File: src/rtl/alu_pipe.sv
// alu_pipe: two-stage pipelined ALU (add/sub/shifts/logic ops) with carry, zero and overflow flags.
// Latency: a beat accepted at edge N is presented on d/out_valid after edge N+1.
// Backpressure: valid/ready; in_ready drops only when both stages are full and out_ready is low.

module alu_pipe #(
  parameter int WIDTH = 32,
  parameter int CNTW  = 8
) (
  input  logic             clk,
  input  logic             rst_n,
  input  logic             in_valid,
  output logic             in_ready,
  input  logic [2:0]       ALUop,
  input  logic [WIDTH-1:0] a,
  input  logic [WIDTH-1:0] b,
  output logic             out_valid,
  input  logic             out_ready,
  output logic [WIDTH-1:0] d,
  output logic             Cout,
  output logic             Z,
  output logic             V,
  output logic [CNTW-1:0]  ovf_cnt,
  input  logic             ovf_clr
);

  // Shift amount width; WIDTH is a power of two so this selects exactly the low bits of b.
  localparam int SHW = $clog2(WIDTH);

  // Original encodings (add, sll, and) are kept at their legacy codes.
  localparam logic [2:0] OP_ADD = 3'b000;
  localparam logic [2:0] OP_SLL = 3'b001;
  localparam logic [2:0] OP_SUB = 3'b010;
  localparam logic [2:0] OP_SRL = 3'b011;
  localparam logic [2:0] OP_SRA = 3'b100;
  localparam logic [2:0] OP_OR  = 3'b101;
  localparam logic [2:0] OP_XOR = 3'b110;
  localparam logic [2:0] OP_AND = 3'b111;

  localparam logic [WIDTH:0] ONE_W1 = {{WIDTH{1'b0}}, 1'b1};
  localparam logic [CNTW-1:0] CNT_MAX = {CNTW{1'b1}};

  // Operand beat held in stage 1.
  typedef struct packed {
    logic [2:0]       op;
    logic [WIDTH-1:0] a;
    logic [WIDTH-1:0] b;
  } opnd_t;

  // Result beat held in stage 2; flags travel with the data they describe.
  typedef struct packed {
    logic [WIDTH-1:0] d;
    logic             c;
    logic             z;
    logic             v;
  } res_t;

  logic           s1_v;
  opnd_t          s1_q;
  logic           s2_v;
  res_t           s2_q;
  res_t           res_c;

  logic           adv1;
  logic           adv2;
  logic           xfer;

  logic [WIDTH:0] sum_c;
  logic [WIDTH:0] dif_c;
  logic [SHW-1:0] sh;
  logic           a_msb;
  logic           b_msb;

  // Stage 2 can take a new beat when it is empty or its beat leaves this cycle;
  // stage 1 can take a beat when it is empty or its beat moves into stage 2.
  assign adv2     = !s2_v || out_ready;
  assign adv1     = !s1_v || adv2;
  assign in_ready = adv1;
  assign xfer     = s2_v && out_ready;

  // Result computation from the stage-1 operands; flags default to 0 so they are never X.
  always_comb begin
    sh    = s1_q.b[SHW-1:0];
    a_msb = s1_q.a[WIDTH-1];
    b_msb = s1_q.b[WIDTH-1];
    // Subtraction as a + ~b + 1 so the carry out means "no borrow".
    sum_c = {1'b0, s1_q.a} + {1'b0, s1_q.b};
    dif_c = {1'b0, s1_q.a} + {1'b0, ~s1_q.b} + ONE_W1;
    res_c = '0;
    case (s1_q.op)
      OP_ADD: begin
        res_c.d = sum_c[WIDTH-1:0];
        res_c.c = sum_c[WIDTH];
        res_c.v = (a_msb == b_msb) && (sum_c[WIDTH-1] != a_msb);
      end
      OP_SUB: begin
        res_c.d = dif_c[WIDTH-1:0];
        res_c.c = dif_c[WIDTH];
        res_c.v = (a_msb != b_msb) && (dif_c[WIDTH-1] != a_msb);
      end
      OP_SLL: res_c.d = s1_q.a << sh;
      OP_SRL: res_c.d = s1_q.a >> sh;
      OP_SRA: res_c.d = $unsigned($signed(s1_q.a) >>> sh);
      OP_OR:  res_c.d = s1_q.a | s1_q.b;
      OP_XOR: res_c.d = s1_q.a ^ s1_q.b;
      OP_AND: res_c.d = s1_q.a & s1_q.b;
    endcase
    res_c.z = (res_c.d == '0);
  end

  // Stage 1: capture an operand beat whenever the stage is free to advance.
  always_ff @(posedge clk) begin
    if (!rst_n) begin
      s1_v <= 1'b0;
      s1_q <= '0;
    end else if (adv1) begin
      s1_v <= in_valid;
      if (in_valid) begin
        s1_q <= '{op: ALUop, a: a, b: b};
      end
    end
  end

  // Stage 2: register the result; data only loads with a valid beat so a stall holds it stable.
  always_ff @(posedge clk) begin
    if (!rst_n) begin
      s2_v <= 1'b0;
      s2_q <= '0;
    end else if (adv2) begin
      s2_v <= s1_v;
      if (s1_v) begin
        s2_q <= res_c;
      end
    end
  end

  // Overflow event counter: counts delivered results with V set, saturates, clear wins.
  always_ff @(posedge clk) begin
    if (!rst_n) begin
      ovf_cnt <= '0;
    end else if (ovf_clr) begin
      ovf_cnt <= '0;
    end else if (xfer && s2_q.v && (ovf_cnt != CNT_MAX)) begin
      ovf_cnt <= ovf_cnt + CNTW'(1);
    end
  end

  assign out_valid = s2_v;
  assign d         = s2_q.d;
  assign Cout      = s2_q.c;
  assign Z         = s2_q.z;
  assign V         = s2_q.v;

endmodule

File: config.mk
export PLATFORM = sky130hd
export DESIGN_NAME = alu_pipe
export DESIGN_NICKNAME = d
export VERILOG_FILES = /design/src/rtl/alu_pipe.sv
export SDC_FILE = /design/constraint.sdc
export NUM_CORES = 1
export LEC_CHECK = 0
export CAP_MARGIN = 20
export CORE_ASPECT_RATIO = 1.75
export CORE_MARGIN = 3
export CORE_UTILIZATION = 53
export CTS_BUF_LIST = sky130_fd_sc_hd__clkbuf_4
export DETAILED_ROUTE_END_ITERATION = 8
export PLACE_DENSITY = 0.74
export SYNTH_ARGS = -nofsm -noshare
export SYNTH_HDL_FRONTEND = slang
export SYNTH_SLANG_ARGS = --single-unit
File: constraint.sdc
create_clock -name clk -period 4.55 [get_ports clk]
set_input_delay 0.6825 -clock clk [delete_from_list [all_inputs] [get_ports clk]]
set_output_delay 0.6825 -clock clk [all_outputs]
set_load 0.005 [all_outputs]
# Yosys cells after proc, flatten, opt, wreduce, memory -nomap -nowiden

Cells that the tools add are included.

Logic and storage cells: 51
Bits of input ports: 72
Output and inout port bits: 45
Flip-flop bits (word level): 112

Shift operators: 3
Add/sub/neg operators: 4
Bitwise operators: 5
Equality and inequality tests: 12
Reduce and logical (&&, ||, !) cells: 14
Muxes and demuxes: 3

Operator list:

| operator                                             | count |
|---|---|
| case mux 32 bit (8 select lines)                     | 1 |
| adder 32 x 32 -> 33 bit                              | 2 |
| adder 33 x 1 -> 33 bit (second input constant)       | 1 |
| bitwise AND 32 bit                                   | 1 |
| zero test 32 bit                                     | 1 |
| inverter 32 bit                                      | 1 |
| bitwise OR 32 bit                                    | 1 |
| left shift 32 x 5 -> 32 bit                          | 1 |
| >> shifter 32 x 5 -> 32 bit                          | 1 |
| >>> shifter 32 x 5 -> 32 bit                         | 1 |
| XOR 32 bit                                           | 1 |
| equality test 3 bit (second input constant)          | 4 |
| adder 8 x 1 -> 8 bit (second input constant)         | 1 |
| != test 8 bit (second input constant)                | 1 |
| equality test 3 x 2 -> 1 bit (second input constant) | 2 |
| logical AND 1 bit                                    | 5 |
| case mux 1 bit (2 select lines)                      | 2 |
| AND reduction 2 bit                                  | 2 |
| equality test 3 x 1 -> 1 bit (second input constant) | 1 |
| zero test 3 bit                                      | 1 |
| != test 1 bit                                        | 3 |
| zero test 1 bit                                      | 2 |
| logical OR 1 bit                                     | 2 |
| OR reduction 2 bit                                   | 1 |
| other kinds (2)                                      | 2 |

# Logic depth before layout (Yosys ltp)

Depth after elaboration: 6
Depth in mapped cells: 18
Depth with buffers taken out: 15

# Worst setup path before layout

OpenSTA, ideal clock, no wires.

Kind: reg-to-reg
From: register s1_q[3] (netlist bit)
To: register s2_q, in the netlist Z
Arrival: 3.897 ns
Data required time: 4.491 ns
Setup time: 0.059 ns
Setup slack: 0.594 ns
Buffers on the path: 4
Clock period less this slack: 3.956 ns
Stages on the path, launching flop included: 17
Cells stage by stage: dfxtp_1 -> buf_2 -> clkinv_1 -> clkbuf_1 -> clkbuf_1 -> ha_1 -> buf_2 -> or4_4 -> a211o_1 -> a41oi_2 -> xnor2_1 -> a211o_1 -> a2111oi_2 -> nand4_1 -> nor4_2 -> nand4b_1 -> nand2_1

Word-level cells in the longest chain between the ends: 5
Elaborated cells between the ends (all ways): 12
Classes of those cells: add/sub: 3; shift: 3; mux: 1; bitwise: 4; reduce/logical: 1

RTL lines:

| element                              | RTL line | text |
|---|---|---|
| start, declared                      | 58       | `opnd_t s1_q;` |
| start signal, assigned               | 118      | `s1_q <= '{op: ALUop, a: a, b: b};` |
| inverter 32 bit                      | 87       | `dif_c = {1'b0, s1_q.a} + {1'b0, ~s1_q.b} + ONE_W1;` |
| adder 32 x 32 -> 33 bit              | 87       |  |
| adder 33 x 1 -> 33 bit               | 87       |  |
| case mux 32 bit (8 select lines) (*) | 89       | `case (s1_q.op)` |
| zero test 32 bit (*)                 | 107      | `res_c.z = (res_c.d == '0);` |
| end signal, assigned                 | 131      | `s2_q <= res_c;` |
| end, declared                        | 60       | `res_t s2_q;` |

Every way passes the cells marked *; elsewhere a longest branch is shown, timed or not.
A chain may end at the register's enable or synchronous reset.

# Worst setup path in the final report

From: register s1_q[64] (netlist bit)
To: register s2_q, in the netlist Z

Word-level cells in the longest chain between the ends: 3
Elaborated cells between the ends (all ways): 10
Classes of those cells: eq/ne: 7; mux: 1; reduce/logical: 2

RTL lines:

| element                                           | RTL line |
|---|---|
| equality test 3 bit, or another cell as far along | 89 |
| case mux 32 bit (8 select lines) (*)              | 89 |
| zero test 32 bit (*)                              | 107 |

Marks and branches as above.

==> summary.md <==
| Metric | Value |
|---|---|
| Horizontal die dimension | `131 microns` |
| Flip-flop count of the largest register, all copies and words added | `65` |
| Number of clock sinks seen by CTS | `112` |
| Worst setup path endpoint | `Z` |
| Num CTS Buffers | `9` |
| Number of unique standard cell types used by synthesis | `97` |
| Violations in the final reports | `design-rule violations, negative setup slack` |
| Critical Setup Path Class | `reg2reg` |
| CTS tree | `built` |
| Simple logic cell fraction of the synthesized area | `a little under a quarter` |
| Compound-gate portion of the synthesized area | `28.2%` |
| Cells on worst reg2reg path | `13` |
| Setup skew after layout | `around 43 ps` |
| Adder-cell area share of the yosys netlist | `under 10%` |
| Cell count after synthesis | `2001` |
| Total core area | `26800 sq um` |
| Clock group share of total power | `16.7%` |
| Met2 global-route usage | `79.3%` |
| Net count after synthesis | `2173` |
| Leftover overflow at the end of global routing | `0` |
| Final number of max-transition violations | `0` |
| Share of flip-flops with an asynchronous set or reset | `0%` |
| Crit start category | `register` |
| Via count of the first global-routing pass | `about 17000` |
| Routed Wire Length | `78.2 mm` |
| Critical path launch point | `s1_q[64]` |
| H-Tree Depth | `3` |
| Post-synthesis area per instance | `approximately 7.2 sq um` |
| Most Used Layer, Global Route | `met2` |
| Fill count | `2438` |
| VDD IR-drop max | `roughly 0.22 mV` |
| Row cnt | `79` |
| PnR Total Power | `roughly 0.0037 W` |
| Average routed wire per standard cell | `31.1 microns` |
| Setup Viol. Count Final | `1` |
| Initial core utilization | `54.0%` |
| Register with the highest flop count | `s1_q` |
| Leading cell types by total area after synthesis | `dfxtp_1 (15%), ha_1 (8.5%), nand2_1 (7.4%)` |
| First-pass GRT wire length | `113 mm` |
| Largest area contributor in the netlist | `dfxtp_1` |
| Net switching component of the power | `0.00175 W` |
| Die Footprint | `just under 30000 sq um` |
| Synth Register Bits | `approximately 110` |
| Final estimated routing congestion in global placement | `1.17` |
| Maximum number of pins on one net before global-route repair | `between 70 and 80` |
| Cell area after technology mapping | `14500 sq um` |
| Die Y-Extent | `225 microns` |
| Max Clock Freq | `roughly 210 MHz` |
| Xor/xnor cell area share of the yosys netlist | `1.88%` |
| Final core utilization | `63.6%` |
| Crit Reg-Reg Endpoint | `Z` |
| Worst Slack Setup Final | `-255 ps` |
| Initial antenna violation count | `5` |
| Hold violation count in the final report | `0` |
| Internal power contribution | `0.00198 W` |
| Later-pin clock latency in the skew report | `approximately 620 ps` |
| Clock-pin slew reported for the worst setup and hold paths after clock tree synthesis | `220 ps` |
| CTS-repair resized insts | `0` |
| Via count | `between 15000 and 20000` |
| Run status | `complete, but fails checks` |
| Multiplexer fraction of the synthesized cell area | `13.4%` |
| Met3 demand-to-capacity share in global routing | `between 15 and 20%` |
| Worst relative slew slack | `15.5%` |
| Post-synth EDFFs | `0` |
| Critical Path AT | `5350 ps` |
| Worst slack at placement | `a little over 300 ps` |
| Area grow syn2layout | `17.7%` |
| P_leak | `6.58 nW` |
| Relative contribution of combinational cells to total power | `53.2%` |
| Clock root buffer | `clkbuf_4` |
| Net total in the final layout | `between 2000 and 2500` |
| First drt pass iteration count | `9` |
| Slew at the pin with the worst max-slew slack | `1250 ps` |
| Count of buffers inserted at the top-level ports | `116` |
| Final instance area | `approximately 17000 sq um` |
| Critical Path Sink Type | `register` |
| Final period utilization | `106%` |
| Number of buffers between clock root and the deepest sink | `2` |
| Placement Cell Area | `16900 sq um` |
| Post-detailed-placement half-perimeter wirelength | `60.3 mm` |
| Via density per instance | `7.19` |
| Post-synthesis sequential area ratio | `15.5%` |
| Post-route DRC violation count | `5` |
| Combinational family with the most area after synthesis | `compound AO/OA/AOI/OAI gates` |
| Proportion of netlist area held by the largest area contributor | `15.5%` |
| Setup total negative slack | `-255 ps` |
| Worst EP required | `5090 ps` |
| Met1 Resource Use GR | `55.3%` |
| Reg2Reg Launch Point | `s1_q[64]` |
| Post-layout minimum cycle time | `4800 ps` |
| Power per unit of standard cell area | `219 nW/um^2` |
| Fraction of layout cells with a size suffix above 1 | `15.0%` |
| Hold buffer count at CTS | `0` |
| Startpoint of the lowest-slack hold path | `d[25]` |
| Fraction of power spent switching nets | `46.9%` |
| Iteration-0 DRC Markers | `~2700` |
| Setup fix buffers added after clock tree synthesis | `0` |
| Count of boundary I/O pins | `117` |
| Maximum fanout encountered on the critical timing path | `16` |
| Maxcap violations | `0` |
| Class of the tightest hold or removal check | `reg2reg` |
| Reg2reg setup slack | `-250 ps` |
| Yosys Warn Count | `0` |
| Share of power burned in registers | `~30%` |
| Global-route usage over all layers | `52.7%` |
| Main flop type after synthesis | `dfxtp_1` |
| Number of cells on the worst hold path | `2` |
| Remaining number of nets flagged by the antenna check after routing | `0` |
[power by group through the flow]
stage,combinational [W],sequential (W),clock (W)
6_report,0.00199,0.00112,0.000624
5_1_grt,0.00206,0.00112,0.000659
4_1_cts,0.00187,0.00112,0.000631
3_5_place_dp,0.00186,0.00114,0
3_3_place_gp,0.00185,0.00113,0
2_1_floorplan,0.00109,0.00110,0
[worst max-delay path, stage by stage (launching register included)]
cell	delay, ps
dfxtp_1	870
nor2b_1	240
buf_4	280
buf_4	220
a22oi_1	870
o32ai_1	250
a311oi_1	330
o211ai_1	330
a221oi_1	440
o2111ai_1	240
nor4_4	310
buf_4	170
nand4b_1	80
nand2_1	70
[per-stage QoR]
| stage | hold WS (ps) | instances |
|---|---|---|
| final | 471 | 2519 |
| after global placement | 441 | 2500 |
| after floorplan | 446 | 2001 |
| after CTS | 471 | 2516 |
| after global routing | 495 | 2518 |
| after detailed placement | 450 | 2500 |
[metal layers]
metal / wire, microns / vias to the layer above / share of wire, %
met3: 8770 / 579 / 11
li1: - / 7628 / -
met1: 24300 / 8330 / 31
met4: 11100 / 4 / 14
met2: 34000 / 1569 / 43
met5: 31 / - / 0.040
[synth_stat cells, types with 13 or more instances]
library cell / count
mux2_2: 35
a211o_1: 14
a221oi_1: 16
and2_1: 17
nand3_1: 45
o211ai_1: 28
o22ai_1: 19
mux4_2: 37
nor4_1: 17
nand2b_1: 38
mux2i_1: 64
inv_1: 98
a22oi_1: 17
nor2_1: 175
clkbuf_1: 104
a22o_1: 19
buf_1: 13
ha_1: 98
nor3_1: 35
dfxtp_1: 112
buf_2: 36
nand4_1: 31
o21ai_0: 79
a211oi_1: 50
nand2_1: 287
o221ai_1: 13
nor2b_1: 28
or3_1: 18
xnor2_1: 23
a21oi_1: 190
[worst min-delay path by stage]
| stage | slack, ps | to |
|---|---|---|
| finish | 470 | d[25] |
| global route | 490 | d[31] |
| CTS | 470 | d[25] |
| global placement | 440 | d[25] |
| detailed placement | 450 | d[25] |
| floorplan | 450 | Z |
[kinds of logic after synthesis]
| family | Yosys count |
|---|---|
| AND/OR/NAND/NOR | 740 |
| AO/OA/AOI/OAI | 599 |
| buffers and inverters | 278 |
| multiplexers | 141 |
| flip-flops | 112 |
| adder cells (fa/ha/maj) | 100 |
| XOR/XNOR | 31 |
[final cells by class]
cell class	instances	area, sq um	share of cell area (%)
inverter	103	388	2.28
sequential	112	2250	13.2
clock buffer	10	75.1	0.441
timing repair buffer	310	2720	16.0
antenna	3	7.51	0.0441
multi-input combinational	1611	11100	64.9
clock inverter	6	86.3	0.507
tap	364	455	2.67
[cells in the final DEF, fill, tap and decap left out, types with 9 or more instances in the layout]
| master | netlist | routed |
|---|---|---|
| a32oi_1 | 12 | 12 |
| o22ai_1 | 19 | 19 |
| nor2b_1 | 28 | 27 |
| a2111oi_0 | 9 | 9 |
| dfxtp_1 | 112 | 107 |
| nand4_1 | 31 | 31 |
| o31ai_1 | 10 | 10 |
| and2_1 | 17 | 16 |
| a22o_1 | 19 | 19 |
| o21ai_0 | 79 | 79 |
| xnor2_1 | 23 | 23 |
| inv_1 | 98 | 98 |
| o211ai_1 | 28 | 28 |
| nand2_1 | 287 | 286 |
| and3_1 | 12 | 12 |
| o221ai_1 | 13 | 13 |
| a211o_1 | 14 | 14 |
| mux2_2 | 35 | 35 |
| nand3_1 | 45 | 45 |
| a211oi_1 | 50 | 50 |
| mux4_2 | 37 | 37 |
| a311oi_1 | 11 | 11 |
| nand2b_1 | 38 | 38 |
| a31oi_1 | 12 | 12 |
| nor4_1 | 17 | 17 |
| a21oi_1 | 190 | 190 |
| mux2i_1 | 64 | 64 |
| buf_4 | 12 | 185 |
| nor2_1 | 175 | 175 |
| a221oi_1 | 16 | 16 |
| clkdlybuf4s50_1 | 0 | 116 |
| or3_1 | 18 | 18 |
| clkbuf_4 | 0 | 10 |
| a22oi_1 | 17 | 17 |
| nor3_1 | 35 | 35 |
| ha_1 | 98 | 98 |
No activity file was read; power rests on OpenSTA's default activity.
